===== config.mk =====
export PLATFORM = sky130hd
export DESIGN_NAME = xcorr_peak_sequencer
export DESIGN_NICKNAME = d
export VERILOG_FILES = /design/src/rtl/xcorr_pkg.sv /design/src/rtl/xcorr_valid_delay.sv /design/src/rtl/xcorr_peak_sequencer.sv
export SDC_FILE = /design/constraint.sdc
export NUM_CORES = 1
export LEC_CHECK = 0
export BUFFER_PORTS_ARGS = -buffer_cell sky130_fd_sc_hd__buf_2
export CORE_MARGIN = 4
export CORE_UTILIZATION = 56
export CTS_CLUSTER_SIZE = 14
export DETAILED_ROUTE_END_ITERATION = 16
export PLACE_DENSITY = 0.86
export SLEW_MARGIN = 20
export SYNTH_ARGS = -nofsm -noshare
export SYNTH_HDL_FRONTEND = slang
export SYNTH_SLANG_ARGS = --single-unit

===== constraint.sdc =====
create_clock -name clk -period 6.54 [get_ports clk]
set_input_delay 0.981 -clock clk [delete_from_list [all_inputs] [get_ports clk]]
set_output_delay 0.981 -clock clk [all_outputs]
set_load 0.03 [all_outputs]

===== src/rtl/xcorr_pkg.sv =====
// Shared constants, bin field layout and controller states for the
// cross-channel spectral product frame controller.
package xcorr_pkg;

    localparam int DEF_FFT_LEN = 1024;
    localparam int DEF_RES_W   = 47;

    localparam int RE_LSB = 0;
    localparam int RE_MSB = 10;
    localparam int IM_LSB = 16;
    localparam int IM_MSB = 26;

    typedef enum logic [1:0] {
        IDLE,
        RUN,
        DRAIN,
        REPORT
    } state_t;

endpackage


===== src/rtl/xcorr_valid_delay.sv =====
// Shift register carrying a valid flag and bin index alongside the
// external multiplier so results can be tagged with their bin.
module xcorr_valid_delay #(
    parameter int DEPTH = 1,
    parameter int W     = 10
) (
    input  logic         clk,
    input  logic         reset_b,
    input  logic         in_valid,
    input  logic [W-1:0] in_bin,
    output logic         out_valid,
    output logic [W-1:0] out_bin
);

    logic [DEPTH-1:0] vld;
    logic [W-1:0]     bin [DEPTH];

    always_ff @(posedge clk or negedge reset_b) begin
        if (!reset_b) begin
            vld <= '0;
            for (int i = 0; i < DEPTH; i++) begin
                bin[i] <= '0;
            end
        end else begin
            vld[0] <= in_valid;
            bin[0] <= in_bin;
            for (int i = 1; i < DEPTH; i++) begin
                vld[i] <= vld[i-1];
                bin[i] <= bin[i-1];
            end
        end
    end

    assign out_valid = vld[DEPTH-1];
    assign out_bin   = bin[DEPTH-1];

endmodule


===== src/rtl/xcorr_peak_sequencer.sv =====
// Joins X/Y FFT bin streams, drives the external multiplier and reports
// the largest in-window product magnitude once per frame.
module xcorr_peak_sequencer
    import xcorr_pkg::*;
#(
    parameter int FFT_LEN  = DEF_FFT_LEN,
    parameter int BIN_W    = $clog2(FFT_LEN),
    parameter int MULT_LAT = 1,
    parameter int RES_W    = DEF_RES_W
) (
    input  logic             clk,
    input  logic             reset_b,
    input  logic             enable,
    input  logic [BIN_W-1:0] cfg_bin_lo,
    input  logic [BIN_W-1:0] cfg_bin_hi,
    input  logic [31:0]      s_x_tdata,
    input  logic             s_x_tvalid,
    input  logic             s_x_tlast,
    output logic             s_x_tready,
    input  logic [31:0]      s_y_tdata,
    input  logic             s_y_tvalid,
    input  logic             s_y_tlast,
    output logic             s_y_tready,
    output logic [31:0]      mult_x_data,
    output logic [31:0]      mult_y_data,
    output logic             mult_in_valid,
    input  logic [RES_W-1:0] mult_result,
    output logic             peak_valid,
    input  logic             peak_ready,
    output logic [BIN_W-1:0] peak_bin,
    output logic [RES_W-1:0] peak_mag,
    output logic             peak_found,
    output logic             frame_err,
    output logic [15:0]      frame_cnt,
    output logic             busy
);

    localparam logic [BIN_W-1:0] BIN_MAX = BIN_W'(FFT_LEN - 1);

    state_t           state;
    state_t           state_nxt;
    logic [BIN_W-1:0] lo_q;
    logic [BIN_W-1:0] hi_q;
    logic [BIN_W-1:0] bin_cnt;
    logic [BIN_W-1:0] mult_bin;
    logic [BIN_W-1:0] d_bin;
    logic [7:0]       drain_cnt;
    logic             d_valid;
    logic             start;
    logic             fire;
    logic             tlast_any;
    logic             at_end;
    logic             last_fire;
    logic             err_now;
    logic             drain_done;
    logic             qual;
    logic             take;

    // Both channels are accepted together or not at all.
    assign fire       = (state == RUN) & s_x_tvalid & s_y_tvalid;
    assign s_x_tready = fire;
    assign s_y_tready = fire;

    assign start      = (state == IDLE) & enable;
    assign tlast_any  = s_x_tlast | s_y_tlast;
    assign at_end     = (bin_cnt == BIN_MAX);
    assign last_fire  = fire & (tlast_any | at_end);
    assign err_now    = (s_x_tlast ^ s_y_tlast) | (tlast_any ^ at_end);
    assign drain_done = (drain_cnt == 8'(MULT_LAT));

    assign qual = d_valid & (d_bin >= lo_q) & (d_bin <= hi_q);
    assign take = qual & (!peak_found | (mult_result > peak_mag));

    always_comb begin
        state_nxt  = state;
        peak_valid = 1'b0;
        busy       = 1'b1;
        unique case (state)
            IDLE: begin
                busy = 1'b0;
                if (enable) state_nxt = RUN;
            end
            RUN: begin
                if (last_fire) state_nxt = DRAIN;
            end
            DRAIN: begin
                if (drain_done) state_nxt = REPORT;
            end
            REPORT: begin
                peak_valid = 1'b1;
                if (peak_ready) state_nxt = IDLE;
            end
            default: state_nxt = IDLE;
        endcase
    end

    always_ff @(posedge clk or negedge reset_b) begin
        if (!reset_b) begin
            state <= IDLE;
        end else begin
            state <= state_nxt;
        end
    end

    always_ff @(posedge clk or negedge reset_b) begin
        if (!reset_b) begin
            lo_q      <= '0;
            hi_q      <= '0;
            bin_cnt   <= '0;
            frame_err <= 1'b0;
            drain_cnt <= '0;
            frame_cnt <= '0;
        end else begin
            if (start) begin
                lo_q      <= cfg_bin_lo;
                hi_q      <= cfg_bin_hi;
                bin_cnt   <= '0;
                frame_err <= 1'b0;
            end
            if (fire) begin
                bin_cnt <= bin_cnt + 1'b1;
                if (err_now) frame_err <= 1'b1;
            end
            drain_cnt <= (state == DRAIN) ? drain_cnt + 8'd1 : 8'd0;
            if (peak_valid & peak_ready) begin
                frame_cnt <= frame_cnt + 16'd1;
            end
        end
    end

    always_ff @(posedge clk or negedge reset_b) begin
        if (!reset_b) begin
            mult_x_data   <= '0;
            mult_y_data   <= '0;
            mult_bin      <= '0;
            mult_in_valid <= 1'b0;
        end else begin
            mult_in_valid <= fire;
            if (fire) begin
                mult_x_data <= s_x_tdata;
                mult_y_data <= s_y_tdata;
                mult_bin    <= bin_cnt;
            end
        end
    end

    // An empty window leaves the report at lo with zero magnitude.
    always_ff @(posedge clk or negedge reset_b) begin
        if (!reset_b) begin
            peak_bin   <= '0;
            peak_mag   <= '0;
            peak_found <= 1'b0;
        end else if (start) begin
            peak_bin   <= cfg_bin_lo;
            peak_mag   <= '0;
            peak_found <= 1'b0;
        end else if (take) begin
            peak_bin   <= d_bin;
            peak_mag   <= mult_result;
            peak_found <= 1'b1;
        end
    end

    xcorr_valid_delay #(
        .DEPTH(MULT_LAT),
        .W    (BIN_W)
    ) u_dly (
        .clk      (clk),
        .reset_b  (reset_b),
        .in_valid (mult_in_valid),
        .in_bin   (mult_bin),
        .out_valid(d_valid),
        .out_bin  (d_bin)
    );

endmodule


==> results by group, run 1 <==
Critical path
  • Req. time, crit path: 6.89 ns
  • FF-to-FF path depth: 10
  • Register-to-Register Setup Slack: 3.08 ns
  • Max FO, Critical Path: 36
  • Worst R2R Start: hi_q[3]
  • Data arrival, critical path: 3.87 ns
  • Reg2Reg Capture Point: peak_bin[6]
  • Type of element launching the critical path: input pin
  • Kind of end point of the critical path: register
  • Startpoint-to-endpoint class of the critical path: in2reg

Cells and area
  • Post-layout net count: 1501
  • Cell area after layout: 12100 sq um
  • Leading cell type in the layout, fill and taps excluded: buf_2
  • Synth-to-layout area growth: 23.9%
  • Most frequent cells in the layout: 281 x buf_2, 275 x nand2_1, 201 x dfrtp_1
  • Final core utilization: 71.8%
  • Share of post-route cells with drive strength above 1: 26.1%

CTS
  • TritonCTS Sinks: 201
  • Skew-Pair Late Insertion Delay: 0.50 ns
  • CTS tree: done
  • H-tree levels: 1
  • Max Buffers Root-to-Sink: 3
  • Gates resized, CTS repair: 0
  • Cell at the root of the clock tree: clkbuf_16
  • Clock-pin slew of the registers on the worst-case setup and hold paths: 0.06 ns
  • Buffers inserted by post-CTS timing repair: 0
  • Num CTS Buffers: 22
  • Hold buffer count at cts: 0

Yosys
  • Asr flop ratio synth: 100%
  • Unique masters post-synth: 48
  • Netlist area before placement: 9740 sq um
  • Number of flip-flops and latches in the synthesized netlist: 201
  • Sequential fraction of the synthesis area: 51.7%
  • Syn Area/Cell: 9.53 sq um
  • EDFF count, synth: 0
  • Post-Synthesis Net Count: 1239
  • Synth Flop Type: dfrtp_1
  • Yosys warning count: 0
  • Instance count of the mapped netlist: 1022

STA
  • Slew at the pin closest to its max-slew limit: 0.822 ns
  • Relative slew slack: 45.2%
  • Final Hold Viols: 0
  • Setup clock skew after layout: 0.00785 ns
  • Tcrit/Tclk final: 53.8%
  • Post-Route Setup TNS: 0 ns
  • RSZ-0062 raised after global routing: false
  • Minimum clock period after layout: 3.52 ns
  • Final setup viols: 0
  • Maximum clock frequency: 284 MHz
  • Final Slew Violations: 0

GRT
  • Largest net degree at the start of global routing: 110
  • Wire length of the first global-routing pass: 43.1 mm
  • Antenna violations before repair: 2
  • Total gr overflow: 0
  • Vias in the first global route: 8554
  • Global routing usage summed across all routing layers: 26.6%

Floorplanning
  • Die Y: 140 um
  • Num rows: 47
  • Initial core utilization: 57.9%
  • Core outline area: 16800 sq um
  • Die W: 140 um
  • Ports placed on the boundary: 283
  • Area of the die: 19600 sq um

Job
  • Number of violations of the max-capacitance limit: 0

Routing
  • Average via count per standard cell: 5.64
  • Vias post-DR: 8576
  • Post-DRT Antenna Nets: 0
  • Detail-routed net length per standard cell: 17.6 um
  • Number of design-rule violations left by the first detailed-router iteration: 625
  • Iteration count of the initial detailed-routing pass: 5
  • Total wire length after detailed routing: 26.8 mm
  • Number of DRC violations after detailed routing: 0

Worst hold path
  • Worst hold path stage count: 0
  • Class of the tightest hold or removal check: reg2reg
  • Startpoint of the tightest hold check path: mult_bin[0]
  • Capture endpoint of the worst hold path: u_dly.out_bin[0]

Place
  • Detail Placement HPWL: 18.6 mm
  • Dpl cell area: 11300 sq um
  • Final weighted congestion of routability-driven global placement: 0.951
  • Port buffer count: 282

Power
  • Worst IR drop on VDD: 0.318 mV
  • Static Leakage: 6.35 nW
  • Power density cells: 396 nW/um^2

Run status
  • Status: finished clean
worst max path at each step:
| stage | slack, ns | end | cells past startpoint | startpoint |
|---|---|---|---|---|
| after floorplan | 3.46 | peak_mag[10] | 10 | mult_result[44] |
| after CTS | 3.09 | peak_mag[34] | 10 | hi_q[3] |
| after global routing | 2.82 | peak_bin[9] | 9 | mult_result[29] |
| after global placement | 2.66 | peak_bin[7] | 10 | mult_result[29] |
| final | 3.02 | peak_bin[6] | 10 | mult_result[44] |
| after detailed placement | 2.56 | peak_mag[34] | 10 | mult_result[46] |
metal layers:
metal / vias up / wire [um] / part of all wire [%] / GRT usage, %
met5: - / 0 / 0 / 0
met4: 0 / 909 / 3.4 / 10.2
met3: 77 / 2570 / 9.6 / 6.76
met2: 427 / 13300 / 50 / 45.1
met1: 4039 / 9950 / 37 / 32.8
li1: 4033 / - / - / -
where the power goes:
part           internal [mW]  leakage, nW  switching [mW]  total, mW
registers               1.58         2.63           0.197       1.78
logic                  0.517         3.35            1.21       1.73
clock network          0.769        0.372           0.496       1.26
total                   2.87         6.35            1.90       4.78
stage by stage:
stage	hold WS (ns)	total power, mW	cells	setup slack [ns]
after floorplan	0.354	2.92	1022	3.46
after global placement	0.359	3.43	1479	2.66
after detailed placement	0.361	3.51	1479	2.56
after CTS	0.377	4.80	1518	3.09
after global routing	0.392	5.06	1521	2.82
final	0.374	4.78	1521	3.02
synth_stat cells (all sizes together) (2+ instances only):
master     n  share of area (%)
ha        78                 10
a211oi    23                1.8
and4       7               0.63
nor2b      4               0.26
nor2      32                1.2
mux2       2               0.23
xor2       7               0.63
a21o       4               0.31
and2       9               0.58
dfrtp    201                 52
or4        2               0.15
nand2    276                 11
inv       76                2.9
a221oi     2               0.18
xnor2     15                1.3
o211ai     2               0.15
o21a       2               0.15
and3       6               0.39
nand4     63                4.0
nand3     20                1.0
a21oi     21                1.1
clkbuf    38                1.5
a221o      2               0.21
nand2b     5               0.32
o2111ai    2               0.18
buf       17                1.1
o31ai     48                3.7
nor3       4               0.21
o21ai     39                2.0
nor4       2               0.13
area by class of cell:
| class | count | area (sq um) |
|---|---|---|
| well taps | 220 | 275 |
| diodes | 2 | 5.00 |
| inverters | 76 | 285 |
| clock inverters | 8 | 101 |
| repair buffers | 293 | 1530 |
| flip-flops and latches | 201 | 5030 |
| fillers | 1236 | 4750 |
| multi-input cells | 690 | 4200 |
| clock buffers | 31 | 646 |
cell families after synthesis:
family | share of synthesized area, %
muxes | 0.231
DFF | 51.7
buffers and inverters | 5.52
adders and majority gates | 10.0
AOI/OAI and AO/OA | 10.6
xor gates and xnor gates | 1.98
and+or+nand+nor | 20.0
worst max-delay path, cell delays in order:
cell and delay, ns:
buf_2 0.11, ha_1 0.30, and4_1 0.26, nand4_1 0.17
or4_1 0.58, a2bb2oi_1 0.17, and3_1 0.24, nor2_4 0.43
buf_4 0.48, a211oi_1 0.15
registers in the layout, indices dropped and copies added (netlist names):
signal / flops
peak_mag: 47
mult_x_data: 32
mult_y_data: 32
frame_cnt: 16
bin_cnt: 10
hi_q: 10
lo_q: 10
mult_bin: 10
peak_bin: 10
u_dly.out_bin: 10
drain_cnt: 8
state: 2
frame_err: 1
mult_in_valid: 1
peak_found: 1
u_dly.out_valid: 1
Power figures use the tool's default switching activity.
==> run 2, diff against run 1 <==
Settings changed: CORE_UTILIZATION 56 to 47, PLACE_DENSITY 0.86 to 0.77.
Clock period 6.54 ns to 2.9 ns, I/O delays scaled along.
==> run 2 against run 1 <==
Net effect: the flow now finishes with violations (hold timing); hold slack got worse by 0.41 ns; setup slack got worse by 2.9 ns; sequential share of layout area decreased by 0.49 points; clock-buffer cell count decreased by 1; die area increased by 18%; first-iteration DRC count decreased by 35%; clock power increased by 110%; largest cell class unchanged; largest power group unchanged.
==> results by group, run 2 (same netlist as run 1, synthesis figures left out) <==
Run status
  • Status: finished, violations left
  • Failing checks: hold timing

Power
  • Clock share of power: 25.6% (-0.9 points)
  • Power density cells: 863 nW/um^2 (+120%)
  • Sequential share of power: 38.0% (+0.7 points)
  • Proportion of power drawn by combinational gates: 36.4% (+0.2 points)
  • Worst IR drop on VDD: 0.656 mV (+110%)
  • Total Power Consumption: 10.5 mW (+120%)
  • Static Leakage: 6.38 nW (+0.43%)
  • Psw: 4.18 mW (+120%)
  • Switching portion of total power: 39.7% (-0.19 points)
  • Internal Dissipation: 6.35 mW (+120%)

Place
  • Setup Slack @ Placement: 0.0410 ns (-2.52 ns)
  • Final weighted congestion of routability-driven global placement: 0.845 (-11%)
  • Detail Placement HPWL: 18.9 mm (+1.7%)
  • Port buffer count: 282 (unchanged)

Routing
  • Post-DRT Antenna Nets: 0 (unchanged)
  • Vias post-DR: 8330 (-2.9%)
  • Detail-routed net length per standard cell: 16.5 um (-6.3%)
  • Average via count per standard cell: 5.29 (-6.3%)
  • Total wire length after detailed routing: 26.0 mm (-2.9%)
  • Iteration count of the initial detailed-routing pass: 7 (+2)
  • Number of DRC violations after detailed routing: 0 (unchanged)
  • Number of design-rule violations left by the first detailed-router iteration: 406 (-35%)

Floorplanning
  • Die W: 152 um (+8.6%)
  • Initial core utilization: 48.0% (-9.9 points)
  • Die Y: 152 um (+8.6%)
  • Core outline area: 20300 sq um (+21%)
  • Num rows: 52 (+11%)
  • Area of the die: 23100 sq um (+18%)
  • Ports placed on the boundary: 283 (unchanged)

CTS
  • CTS tree: done
  • Num CTS Buffers: 22 (unchanged)
  • Clock-pin slew of the registers on the worst-case setup and hold paths: 0.06 ns (about the same)
  • Cell at the root of the clock tree: clkbuf_16
  • H-tree levels: 1 (unchanged)
  • Hold buffer count at cts: 0 (unchanged)
  • Max Buffers Root-to-Sink: 3 (unchanged)
  • Buffers inserted by post-CTS timing repair: 0 (unchanged)
  • TritonCTS Sinks: 201 (unchanged)
  • Skew-Pair Late Insertion Delay: 0.50 ns (about the same)

Critical path
  • Startpoint-to-endpoint class of the critical path: reg2reg
  • Kind of end point of the critical path: register
  • CP Cell Sequence: inv_1 > ha_1 > and4_1 > nand4_1 > or4_1 > a2bb2oi_1 > and3_1 > nor2_4 > clkbuf_16 > o31ai_1
  • Data arrival, critical path: 3.15 ns (-0.72 ns)
  • Peak per-stage delay on the critical path: 0.58 ns (about the same)
  • Type of element launching the critical path: register
  • Max FO, Critical Path: 19 (-47%)
  • Critical-path cell with the highest stage delay: or4_1
  • Req. time, crit path: 3.27 ns (-3.62 ns)

GRT
  • Largest net degree at the start of global routing: 80 (-27%)
  • Total gr overflow: 0 (unchanged)
  • Vias in the first global route: 8521 (-0.39%)
  • Wire length of the first global-routing pass: 42.6 mm (-1.2%)
  • Antenna violations before repair: 1 (-1)
  • Global routing usage summed across all routing layers: 21.9% (-4.7 points)

STA
  • RSZ-0062 raised after global routing: true
  • Tcrit/Tclk final: 95.8%
  • Final critical-path setup slack: 0.120 ns (-2.90 ns)
  • Maximum clock frequency: 360 MHz
  • Final setup viols: 0 (unchanged)
  • Final Hold Viols: 11 (+11)
  • Slew at the pin closest to its max-slew limit: 0.677 ns (-0.145 ns)
  • Final Slew Violations: 0 (unchanged)
  • Setup clock skew after layout: 0.0134 ns (+0.00558 ns)
  • Relative slew slack: 54.9% (+9.6 points)
  • Minimum clock period after layout: 2.78 ns
  • Worst hold slack after final layout: -0.0312 ns (-0.405 ns)

Job
  • Number of violations of the max-capacitance limit: 0 (unchanged)

Cells and area
  • Post-layout net count: 1509 (+0.53%)
  • Most frequent cells in the layout: 281 x buf_2, 275 x nand2_1, 201 x dfrtp_1
  • Share of post-route cells with drive strength above 1: 26.5% (+0.42 points)
  • Leading cell type in the layout, fill and taps excluded: buf_2
  • Largest registers: peak_mag (47), mult_x_data (32), mult_y_data (32)
  • Largest register FFs: 47 (unchanged)
  • Synth-to-layout area growth: 25.4%
  • Top reg by flops: peak_mag

Worst hold path
  • Class of the tightest hold or removal check: in2async
## run 2: power groups by stage
| stage | Combinational, mW | Clock (mW) | Sequential, mW |
|---|---|---|---|
| CTS | 3.88 | 2.75 | 4.01 |
| finish | 3.84 | 2.69 | 4.00 |
| global route | 4.23 | 2.89 | 4.11 |
| global placement | 3.78 | 0 | 4.02 |
| detailed placement | 3.89 | 0 | 4.02 |
| floorplan | 1.47 | 0 | 5.12 |
## run 2: final timing paths
check	cells after the start	endpoint	slack (ns)	from
worst max-delay path	10	peak_mag[44]	0.12	peak_mag[44]
max in group asynchronous	2	peak_mag[20]	2.12	reset_b
min in group clk	3	mult_x_data[27]	0.13	s_x_tdata[27]
worst max register to register	10	peak_mag[44]	0.12	peak_mag[44]
worst min-delay path	1	peak_mag[42]	-0.03	reset_b
worst min register to register	0	u_dly.out_bin[0]	0.38	mult_bin[0]
## run 2: critical path, delay by kind of cell, from the launching register on
| kind | cells | cell delay [ns] |
|---|---|---|
| buf+inv | 2 | 0.30 |
| flops | 1 | 0.34 |
| simple gates | 5 | 1.47 |
| fa+ha+maj | 1 | 0.30 |
| compound gates | 2 | 0.25 |
## run 2: metal layers
metal  vias to the layer above  share of wire, %  global-route usage (%)
li1                       4041                 -                       -
met1                      3878                42                    28.4
met2                       375                48                    37.7
met3                        36               8.7                    4.95
met4                         0               1.6                    4.62
met5                         -                 0                       0
## run 2: layout make-up
cell class,count,area [sq um]
multi-input cells,690,4200
inverters,76,285
flip-flops and latches,201,5030
diodes,1,2.50
fillers,1779,8090
clock inverters,7,65.1
well taps,270,338
clock buffers,30,632
repair buffers,301,1660
## run 2: timing repair
item                       4_1_cts  5_1_grt
gates resized for setup          0        2
setup endpoints to repair        0       53
hold endpoints to repair         0        0
## run 2: metrics by stage
| step | hold slack, ns | util [%] | instance area (sq um) | cells | setup TNS (ns) |
|---|---|---|---|---|---|
| after floorplan | 0.139 | - | 9740 | 1022 | 0 |
| after global placement | 0.360 | 56.6 | 11500 | 1537 | 0 |
| after detailed placement | 0.365 | 56.6 | 11500 | 1537 | 0 |
| after CTS | 0.000606 | 60.0 | 12200 | 1574 | 0 |
| after global routing | 0.0129 | 60.2 | 12200 | 1576 | -0.0270 |
| final | -0.0312 | 60.2 | 12200 | 1576 | 0 |
==> run 3, diff against run 2 <==
Settings changed: ABC_AREA set to 1, CORE_UTILIZATION 47 to 48, PLACE_DENSITY 0.77 to 0.78.
==> run 3 against run 2 <==
Net effect: the run now ends clean; global-route usage increased by 0.42 points; final area increased by 2.3%; non-clock buffer count is 5 lower; critical endpoint is now s_x_tready; highest routed layer unchanged.
==> results by group, run 3 <==
Critical path
  • Req. time, crit path: 2.47 ns (-0.80 ns)
  • Kind of end point of the critical path: output port
  • Startpoint-to-endpoint class of the critical path: reg2out
  • Data arrival, critical path: 2.18 ns (-0.97 ns)
  • Peak per-stage delay on the critical path: 0.41 ns (-0.17 ns)
  • Buffers & Inverters on Critical Path: 3 (+1)
  • Critical-path cell with the highest stage delay: dfrtp_1
  • Type of element launching the critical path: register
  • Max FO, Critical Path: 24 (+5)
  • CP Cell Sequence: inv_1 > ha_1 > nand3_4 > inv_2 > buf_2
  • Delay-heaviest family, CP: buffers and inverters

Cells and area
  • Largest registers: peak_mag (47), mult_x_data (32), mult_y_data (32)
  • Share of post-route cells with drive strength above 1: 25.7% (-0.77 points)
  • Most frequent cells in the layout: 418 x nand2_1, 281 x buf_2, 201 x dfrtp_1
  • Register cell area after layout: 5030 sq um (unchanged)
  • Largest register FFs: 47 (unchanged)
  • Final standard cell count with taps included and fillers excluded: 1722 (+9.3%)
  • Synth-to-layout area growth: 23.7%
  • Post-layout net count: 1650 (+9.3%)
  • Leading cell type in the layout, fill and taps excluded: nand2_1
  • Top reg by flops: peak_mag
  • Filler instances: 1774 (-0.28%)
  • Area used by multi-input combinational logic: 4360 sq um (+3.6%)

Place
  • Final weighted congestion of routability-driven global placement: 0.824 (-2.4%)
  • Placed Cells incl. Taps: 1678 (+9.2%)
  • Port buffer count: 282 (unchanged)
  • Detail Placement HPWL: 19.2 mm (+1.9%)

Power
  • Static Leakage: 6.98 nW (+9.3%)
  • Sequential share of power: 37.9% (about the same)
  • Internal Dissipation: 6.43 mW (+1.2%)
  • Worst IR drop on VDD: 0.645 mV (-1.7%)
  • Power density cells: 875 nW/um^2 (+1.4%)
  • Switching portion of total power: 41.1% (+1.4 points)
  • Clock share of power: 25.0% (-0.6 points)
  • Psw: 4.49 mW (+7.4%)
  • Proportion of power drawn by combinational gates: 37.2% (+0.8 points)

CTS
  • TritonCTS Sinks: 201 (unchanged)
  • Clock-pin slew of the registers on the worst-case setup and hold paths: 0.06 ns (about the same)
  • H-tree levels: 1 (unchanged)
  • Max Buffers Root-to-Sink: 3 (unchanged)
  • Skew-Pair Late Insertion Delay: 0.50 ns (about the same)
  • Buffers inserted by post-CTS timing repair: 0 (unchanged)
  • CTS tree: done
  • Cell at the root of the clock tree: clkbuf_16
  • Num CTS Buffers: 22 (unchanged)

Yosys
  • Unique masters post-synth: 45 (-6.3%)
  • EDFF count, synth: 0 (unchanged)
  • Most numerous cell types in the synthesized netlist: 419 x nand2_1, 201 x dfrtp_1, 116 x inv_1
  • Post-Synthesis Net Count: 1381 (+11%)
  • Netlist area before placement: 10100 sq um (+3.7%)
  • Number of flip-flops and latches in the synthesized netlist: 201 (unchanged)
  • Asr flop ratio synth: 100% (unchanged)
  • Cell accounting for the most synthesized area: dfrtp_1
  • Sequential fraction of the synthesis area: 49.8% (-1.8 points)
  • Instance count of the mapped netlist: 1164 (+14%)
  • Top cells by area, synth: dfrtp_1 50%, nand2_1 16%, ha_1 9.7%
  • Share of the synthesized area in the top cell type: 49.8% (-1.8 points)
  • Synth Flop Type: dfrtp_1
  • Most used standard cell by instance count after synthesis: nand2_1
  • Syn Area/Cell: 8.67 sq um (-9.0%)
  • Yosys warning count: 0 (unchanged)

GRT
  • Antenna violations before repair: 2 (+1)
  • Vias in the first global route: 8782 (+3.1%)
  • Global routing usage summed across all routing layers: 22.3% (+0.42 points)
  • Wire length of the first global-routing pass: 43.9 mm (+3.2%)
  • Largest net degree at the start of global routing: 121 (+51%)
  • Total gr overflow: 0 (unchanged)

Routing
  • Number of design-rule violations left by the first detailed-router iteration: 466 (+15%)
  • Post-DRT Antenna Nets: 0 (unchanged)
  • Total wire length after detailed routing: 26.7 mm (+2.7%)
  • Average via count per standard cell: 5.06 (-4.3%)
  • Iteration count of the initial detailed-routing pass: 5 (-2)
  • Number of DRC violations after detailed routing: 0 (unchanged)
  • Detail-routed net length per standard cell: 15.5 um (-6.0%)
  • Vias post-DR: 8708 (+4.5%)

Floorplanning
  • Area of the die: 23400 sq um (+1.4%)
  • Initial core utilization: 49.4% (+1.4 points)
  • Num rows: 52 (unchanged)
  • Core outline area: 20400 sq um (+0.64%)
  • Die W: 153 um (+0.71%)
  • Ports placed on the boundary: 283 (unchanged)
  • Die Y: 153 um (+0.71%)

Run status
  • Status: finished clean

Job
  • Number of violations of the max-capacitance limit: 0 (unchanged)

Worst hold path
  • Class of the tightest hold or removal check: in2reg

STA
  • Tcrit/Tclk final: 90.3% (-5.6 points)
  • Slew at the pin closest to its max-slew limit: 0.712 ns (+0.0347 ns)
  • Final Hold Viols: 0 (-11)
  • Relative slew slack: 52.6% (-2.3 points)
  • Minimum clock period after layout: 2.62 ns (-0.161 ns)
  • Maximum clock frequency: 382 MHz (+6.2%)
  • Final Slew Violations: 0 (unchanged)
  • Setup clock skew after layout: 0.0127 ns (-0.000701 ns)
  • Post-Route Setup TNS: 0 ns (unchanged)
  • Final setup viols: 0 (unchanged)
  • RSZ-0062 raised after global routing: false
[run 3: cells by family after synthesis]
| logic type | count (synthesis) | share of synthesized area [%] |
|---|---|---|
| buffers and inverters | 170 | 7.23 |
| XOR/XNOR | 15 | 1.30 |
| AND/OR/NAND/NOR | 604 | 26.6 |
| multiplexers | 1 | 0.112 |
| flip-flops | 201 | 49.8 |
| adder cells (fa/ha/maj) | 78 | 9.67 |
| AO/OA/AOI/OAI | 95 | 5.23 |
[run 3: power groups by stage]
| stage | combinational [mW] | clock (mW) | sequential [mW] |
|---|---|---|---|
| after detailed placement | 4.09 | 0 | 4.14 |
| after global routing | 4.52 | 2.92 | 4.23 |
| after CTS | 4.10 | 2.79 | 4.13 |
| final | 4.06 | 2.73 | 4.14 |
| after global placement | 3.94 | 0 | 4.14 |
| after floorplan | 1.69 | 0 | 5.18 |
[run 3: final cells by class]
class | instances | area share [%]
Clock inverter | 9 | 0.511
Inverter | 119 | 3.58
Timing Repair Buffer | 296 | 12.7
Multi-Input combinational cell | 793 | 34.9
Sequential cell | 201 | 40.3
Clock buffer | 31 | 5.24
Tap cell | 270 | 2.71
Antenna cell | 3 | 0.0601
[run 3: stage by stage]
stage | worst slack (ns) | util [%] | hold WS [ns] | power, mW | area, sq um
CTS | 0.239 | 61.1 | 0.103 | 11.0 | 12500
global route | 0.114 | 61.1 | 0.108 | 11.7 | 12500
global placement | 0.386 | 57.5 | 0.359 | 8.08 | 11800
finish | 0.282 | 61.1 | 0.124 | 10.9 | 12500
detailed placement | 0.266 | 57.5 | 0.359 | 8.23 | 11800
floorplan | 0.752 | - | 0.139 | 6.88 | 10100
[run 3: path summary, 6_finish.rpt]
check | start | endpoint | slack, ns | cells past startpoint
worst min-delay path | s_y_tdata[1] | mult_y_data[1] | 0.12 | 3
min in group asynchronous | reset_b | peak_mag[36] | 0.53 | 2
worst min register to register | mult_in_valid | u_dly.out_valid | 0.37 | 0
max in group asynchronous | reset_b | frame_cnt[1] | 1.62 | 3
worst max register to register | peak_mag[40] | peak_mag[43] | 0.36 | 13
worst max-delay path | state[1] | s_x_tready | 0.28 | 5
[run 3: per-layer routing]
layer / GRT usage (%) / routed length (um) / vias up
met3: 5.15 / 2120 / 39
li1: - / - / 4285
met4: 5.81 / 509 / 0
met5: 0 / 0 / -
met1: 28.4 / 11100 / 4052
met2: 38.5 / 12900 / 332
[run 3: tightest hold or removal path, delay by kind of cell]
family	cells	cell delay, ns
buffers and inverters	1	0.07
AND/OR/NAND/NOR	2	0.08
[run 3: repair_timing]
action,4_1_cts,5_1_grt
hold endpoints to repair,13,0
resized for setup,0,0
hold buffers,1,0
